$ cat src/rtl/period_detector.sv
// period_detector: measures the spacing of rising edges on an enable pulse
// stream, recovers the 3-bit period code that produced it, reports lock and
// counts pulses while locked.
module period_detector #(
  parameter int BASE_DIV = 4,
  parameter int LOCK_N   = 2,
  parameter int CNT_W    = 12
) (
  input  logic       clk,
  input  logic       reset,
  input  logic       en,
  output logic [2:0] sw_det,
  output logic       locked,
  output logic       err,
  output logic [3:0] q
);

  localparam int               MAXP     = BASE_DIV * 128;
  localparam logic [CNT_W-1:0] CNT_SAT  = CNT_W'(MAXP + 1);
  localparam logic [4:0]       LOCK_TGT = 5'(LOCK_N);

  typedef enum logic [1:0] {
    IDLE  = 2'd0,
    FIRST = 2'd1,
    CAND  = 2'd2,
    LOCK  = 2'd3
  } state_t;

  // Returns {hit, code}: hit is set when p equals BASE_DIV<<code for some code.
  function automatic logic [3:0] code_match(input logic [CNT_W-1:0] p);
    logic [3:0] r;
    r = 4'd0;
    for (int k = 0; k < 8; k++) begin
      if (p == (CNT_W'(BASE_DIV) << k)) begin
        r = {1'b1, 3'(k)};
      end
    end
    return r;
  endfunction

  state_t           state_r, state_nxt_s;
  logic [CNT_W-1:0] cnt_r, cnt_nxt_s;
  logic             en_q_r;
  logic [2:0]       cand_r, cand_nxt_s;
  logic [3:0]       mcnt_r, mcnt_nxt_s;
  logic [2:0]       sw_det_r, sw_det_nxt_s;
  logic             locked_r, locked_nxt_s;
  logic             err_r, err_nxt_s;
  logic [3:0]       q_r, q_nxt_s;

  logic             edge_s;
  logic [3:0]       match_s;
  logic             hit_s;
  logic [2:0]       code_s;
  logic             timeout_s;
  logic [4:0]       mcnt_inc_s;

  assign sw_det = sw_det_r;
  assign locked = locked_r;
  assign err    = err_r;
  assign q      = q_r;

  // Edge detect, period decode and timeout qualification.
  always_comb begin
    edge_s     = en & ~en_q_r;
    match_s    = code_match(cnt_r);
    hit_s      = match_s[3];
    code_s     = match_s[2:0];
    timeout_s  = (cnt_r == CNT_SAT) & ~edge_s;
    mcnt_inc_s = {1'b0, mcnt_r} + 5'd1;
  end

  // Interval counter: restart at 1 on an edge, otherwise count up and saturate.
  always_comb begin
    cnt_nxt_s = cnt_r;
    if (edge_s) begin
      cnt_nxt_s = CNT_W'(1);
    end else if (cnt_r != CNT_SAT) begin
      cnt_nxt_s = cnt_r + CNT_W'(1);
    end else begin
      cnt_nxt_s = cnt_r;
    end
  end

  // Lock state machine: next state and next values of all registered outputs.
  always_comb begin
    state_nxt_s  = state_r;
    cand_nxt_s   = cand_r;
    mcnt_nxt_s   = mcnt_r;
    sw_det_nxt_s = sw_det_r;
    locked_nxt_s = locked_r;
    err_nxt_s    = 1'b0;
    q_nxt_s      = q_r;
    case (state_r)
      IDLE: begin
        if (edge_s) begin
          state_nxt_s = FIRST;
        end else begin
          state_nxt_s = IDLE;
        end
      end
      FIRST: begin
        if (edge_s) begin
          if (hit_s) begin
            cand_nxt_s = code_s;
            mcnt_nxt_s = 4'd1;
            if (LOCK_N <= 1) begin
              state_nxt_s  = LOCK;
              sw_det_nxt_s = code_s;
              locked_nxt_s = 1'b1;
              q_nxt_s      = 4'd0;
            end else begin
              state_nxt_s = CAND;
            end
          end else begin
            err_nxt_s = 1'b1;
          end
        end else if (timeout_s) begin
          err_nxt_s    = 1'b1;
          locked_nxt_s = 1'b0;
          state_nxt_s  = IDLE;
        end else begin
          state_nxt_s = FIRST;
        end
      end
      CAND: begin
        if (edge_s) begin
          if (hit_s && (code_s == cand_r)) begin
            mcnt_nxt_s = mcnt_inc_s[3:0];
            if (mcnt_inc_s >= LOCK_TGT) begin
              state_nxt_s  = LOCK;
              sw_det_nxt_s = cand_r;
              locked_nxt_s = 1'b1;
              q_nxt_s      = 4'd0;
            end else begin
              state_nxt_s = CAND;
            end
          end else if (hit_s) begin
            cand_nxt_s = code_s;
            mcnt_nxt_s = 4'd1;
          end else begin
            err_nxt_s   = 1'b1;
            state_nxt_s = FIRST;
          end
        end else if (timeout_s) begin
          err_nxt_s    = 1'b1;
          locked_nxt_s = 1'b0;
          state_nxt_s  = IDLE;
        end else begin
          state_nxt_s = CAND;
        end
      end
      LOCK: begin
        if (edge_s) begin
          if (hit_s && (code_s == sw_det_r)) begin
            q_nxt_s = q_r + 4'd1;
          end else begin
            err_nxt_s    = 1'b1;
            locked_nxt_s = 1'b0;
            if (hit_s) begin
              cand_nxt_s  = code_s;
              mcnt_nxt_s  = 4'd1;
              state_nxt_s = CAND;
            end else begin
              state_nxt_s = FIRST;
            end
          end
        end else if (timeout_s) begin
          err_nxt_s    = 1'b1;
          locked_nxt_s = 1'b0;
          state_nxt_s  = IDLE;
        end else begin
          state_nxt_s = LOCK;
        end
      end
      default: begin
        state_nxt_s  = IDLE;
        locked_nxt_s = 1'b0;
      end
    endcase
  end

  // State, counter and output registers.
  always_ff @(posedge clk or posedge reset) begin
    if (reset) begin
      state_r  <= IDLE;
      cnt_r    <= '0;
      en_q_r   <= 1'b0;
      cand_r   <= 3'd0;
      mcnt_r   <= 4'd0;
      sw_det_r <= 3'd0;
      locked_r <= 1'b0;
      err_r    <= 1'b0;
      q_r      <= 4'd0;
    end else begin
      state_r  <= state_nxt_s;
      cnt_r    <= cnt_nxt_s;
      en_q_r   <= en;
      cand_r   <= cand_nxt_s;
      mcnt_r   <= mcnt_nxt_s;
      sw_det_r <= sw_det_nxt_s;
      locked_r <= locked_nxt_s;
      err_r    <= err_nxt_s;
      q_r      <= q_nxt_s;
    end
  end

endmodule

$ cat config.mk
export PLATFORM = sky130hd
export DESIGN_NAME = period_detector
export DESIGN_NICKNAME = d
export VERILOG_FILES = /design/src/rtl/period_detector.sv
export SDC_FILE = /design/constraint.sdc
export NUM_CORES = 1
export LEC_CHECK = 0
export BUFFER_PORTS_ARGS = -buffer_cell sky130_fd_sc_hd__buf_4
export CORE_MARGIN = 2
export CORE_UTILIZATION = 65
export DETAILED_ROUTE_END_ITERATION = 8
export PLACE_DENSITY_LB_ADDON = 0.05
export SLEW_MARGIN = 20
export SYNTH_ARGS = -nofsm -noshare
export SYNTH_HDL_FRONTEND = slang
export SYNTH_SLANG_ARGS = --single-unit
$ cat constraint.sdc
create_clock -name clk -period 8.1 [get_ports clk]
set_input_delay 0.405 -clock clk [delete_from_list [all_inputs] [get_ports clk]]
set_output_delay 0.405 -clock clk [all_outputs]
set_load 0.02 [all_outputs]
==> reports/metrics.yaml <==
status: "complete, no violations"
timing_hold_violations_final: 0
synth_cells: 225
synthFlopType: "dfrtp_1"
ios: 12
p_switching_uw: 190
power.density_nw_per_um2: 222
power_frac_seq_pct: 46.5
htreeDepth: 2
crit_path_end_kind: "register"
hold_buffers: 0
dieHeight_um: 60.2
cpPeakStageDelay_ps: 550
core_area_sq_um: 3030
n_fill_cell: 226
grt_pass1_wl_mm: 6.93
vias_per_cell: 6.08
hold_slack_ps: 148
yosysUniqueCellTypes: 54
clkPwrFrac_pct: 17.8
worstReg2RegEnd: "q[2]$_DFFE_PP0P_"
timing.rr.start: "cnt_r[0]$_DFFE_PP0N_"
first_global_vias: 1507
syn2layout_area_growth_pct: 6.09
dpl_cell_area_sq_um: 2130
num_vias: 1678
period_needed_ps: 3120
hold_class: "in -> async"
wl_per_cell_um: 15.0
drt_first_pass_iters: 4
p_int_uw: 294
cts_resized: 0
gp_congestion: 0.911
rsz0062_at_grt: "no"
final_layout_size_suffix_gt1_share_pct: 15.9
fp.dieW_um: 60.2
final_area_sq_um: 2180
die-area_sq_um: 3630
rows: 20
vdd_ir_drop_max_uv: 157
cp-start-kind: "register"
io_buffers: 11
start_util_pct: 67.9
detail-route-antenna-nets: 0
finalMaxSlewViolations: 0
power.leakage_uw: 0.000961
syn_area_sq_um: 2050
drtIter0Drc: 135
syn_nets: 234
n_antenna_cell: 0
drc: 0
cap_violations: 0
cts_num_sinks: 31
reg2regPathDepth: 9
tightest_slew_ps: 658
setup_viol: 0
timing.slew.headroom_pct: 55.8
crit_path_cell_trace: "inv_1, ha_1, or3b_1, or4_4, o21ai_0, xor2_1, o41ai_1, nand3_1, a221o_1"
path_clk_slew_ps: 100
grt_overflow: 0
syn_area_per_cell_sq_um: 9.13
crit_path_max_fanout: 5
p_comb_share_pct: 35.7
async_reset_ff_share_pct: 100
numCtsBuffers: 5
ys_ff_latch: 31
synth_seq_area_share_pct: 37.8
cts_tree: "done"
place_ws_ps: 5000
yosysWarnings: 0
finalNetCount: 240
fin_skew_ps: 11.6
instances_no_fill: 276
synth_edf_count: 0
dp_cells: 268
fmax_mhz: 320
fin_crit_sh_pct: 38.6
p_sw_share_pct: 39.2
cts.path.max_buffers: 2
critical-path-slowest-cell: "or4_4"
track_usage_pct: 25.9
rrSetupSlack_ps: 4980
cts_setup_buffers: 0
required_ps: 8320
worstSkewPairLatency_ps: 330
grt_antenna_before_repair: 0
layout_setup_ws_ps: 4980
tns_ps: 0
crit_type: "reg -> reg"
arrival_ps: 3350
dp_hpwl_mm: 2.99
critPathLaunch: "cnt_r[0]$_DFFE_PP0N_"
root_buffer: "clkbuf_4"
wl_mm: 4.15
grt_max_degree: 32
-- cell type report --
type                    count  area (sq um)  area share, %
well taps                  44          55.1           2.53
clock buffers               7          45.0           2.07
inverters                   9          33.8           1.55
repair buffers             13          97.6           4.48
clock inverters             1          5.00          0.230
flip-flops and latches     31           776           35.6
multi-input cells         171          1170           53.6
-- layer usage --
metal | part of all wire, % | GRT usage [%] | wire [um]
met5 | 0 | 0 | 0
met4 | 2.8 | 12.4 | 116
met3 | 5.2 | 5.63 | 215
met2 | 48 | 41.0 | 2010
met1 | 44 | 33.5 | 1810
-- power by group through the flow --
stage                     Clock [uW]  Combinational (uW)  Sequential, uW
final                           86.2                 173             225
after global placement             0                 167             225
after global routing            95.3                 195             231
after detailed placement           0                 172             228
after CTS                       88.4                 173             225
after floorplan                    0                 162             207
-- synth_stat cells (4+ instances only) --
library cell / instances / area share (%)
ha_1: 6 / 3.7
a21oi_1: 8 / 1.9
mux2_2: 7 / 3.8
nor2b_1: 8 / 2.4
dfrtp_1: 31 / 38
xnor2_1: 6 / 2.6
nand3_1: 15 / 3.7
nand2_1: 15 / 2.7
nor3_1: 5 / 1.2
nor2_1: 23 / 4.2
nor4_1: 4 / 1.2
o21ai_0: 10 / 2.4
inv_1: 9 / 1.6
clkbuf_1: 9 / 1.6
xor2_1: 10 / 4.3
-- worst max path at each step --
stage	endpoint	cells past startpoint
final	q[2]$_DFFE_PP0P_	9
after global routing	q[2]$_DFFE_PP0P_	9
after CTS	q[2]$_DFFE_PP0P_	9
after detailed placement	q[2]$_DFFE_PP0P_	9
after global placement	q[3]$_DFFE_PP0P_	9
after floorplan	q[3]$_DFFE_PP0P_	9
-- cells by family (layout without fill, tap and decap cells) --
group                      count (synthesis)  after routing  synth area share, %
buffers and inverters                     23             30                 5.42
adders and majority gates                  6              6                 3.65
AOI/OAI and AO/OA                         43             43                 15.9
muxes                                     10             10                 5.30
xor gates and xnor gates                  16             16                 6.82
and+or+nand+nor                           96             96                 25.2
DFF                                       31             31                 37.8
-- per-stage QoR --
| step | total power (uW) | utilization (%) |
|---|---|---|
| 5_1_grt | 521 | 72.0 |
| 2_1_floorplan | 369 | - |
| 3_5_place_dp | 400 | 70.3 |
| 6_report | 484 | 72.0 |
| 3_3_place_gp | 393 | 70.3 |
| 4_1_cts | 486 | 72.0 |
-- placed cells by master (no fill, tap or decap), types with 3 or more instances in the layout --
| cell type | instances |
|---|---|
| dfrtp_1 | 31 |
| nor3_1 | 5 |
| nand2_1 | 15 |
| a21oi_1 | 8 |
| ha_1 | 6 |
| mux2_2 | 7 |
| and3_1 | 3 |
| mux2i_1 | 3 |
| xnor2_1 | 6 |
| clkbuf_4 | 5 |
| xor2_1 | 10 |
| o21ai_0 | 10 |
| nor2b_1 | 8 |
| nor4_1 | 4 |
| buf_4 | 13 |
| nand4_1 | 3 |
| inv_1 | 9 |
| nor2_1 | 23 |
| nand3_1 | 15 |
-- flip-flops by register name, indices dropped and copies added (netlist names) --
name,flops
en_q_r,1
locked,1
err,1
sw_det,3
q,4
state_r,2
cnt_r,12
mcnt_r,4
cand_r,3
-- critical path: cells and delay by family, from the launching register on --
| family | cells | cell delay, ps |
|---|---|---|
| AND/OR/NAND/NOR | 3 | 1140 |
| AO/OA/AOI/OAI | 3 | 920 |
| flip-flops | 1 | 440 |
| adder cells (fa/ha/maj) | 1 | 210 |
| XOR/XNOR | 1 | 190 |
| buffers and inverters | 1 | 120 |
Note: power is estimated with default switching activity, not from simulation.
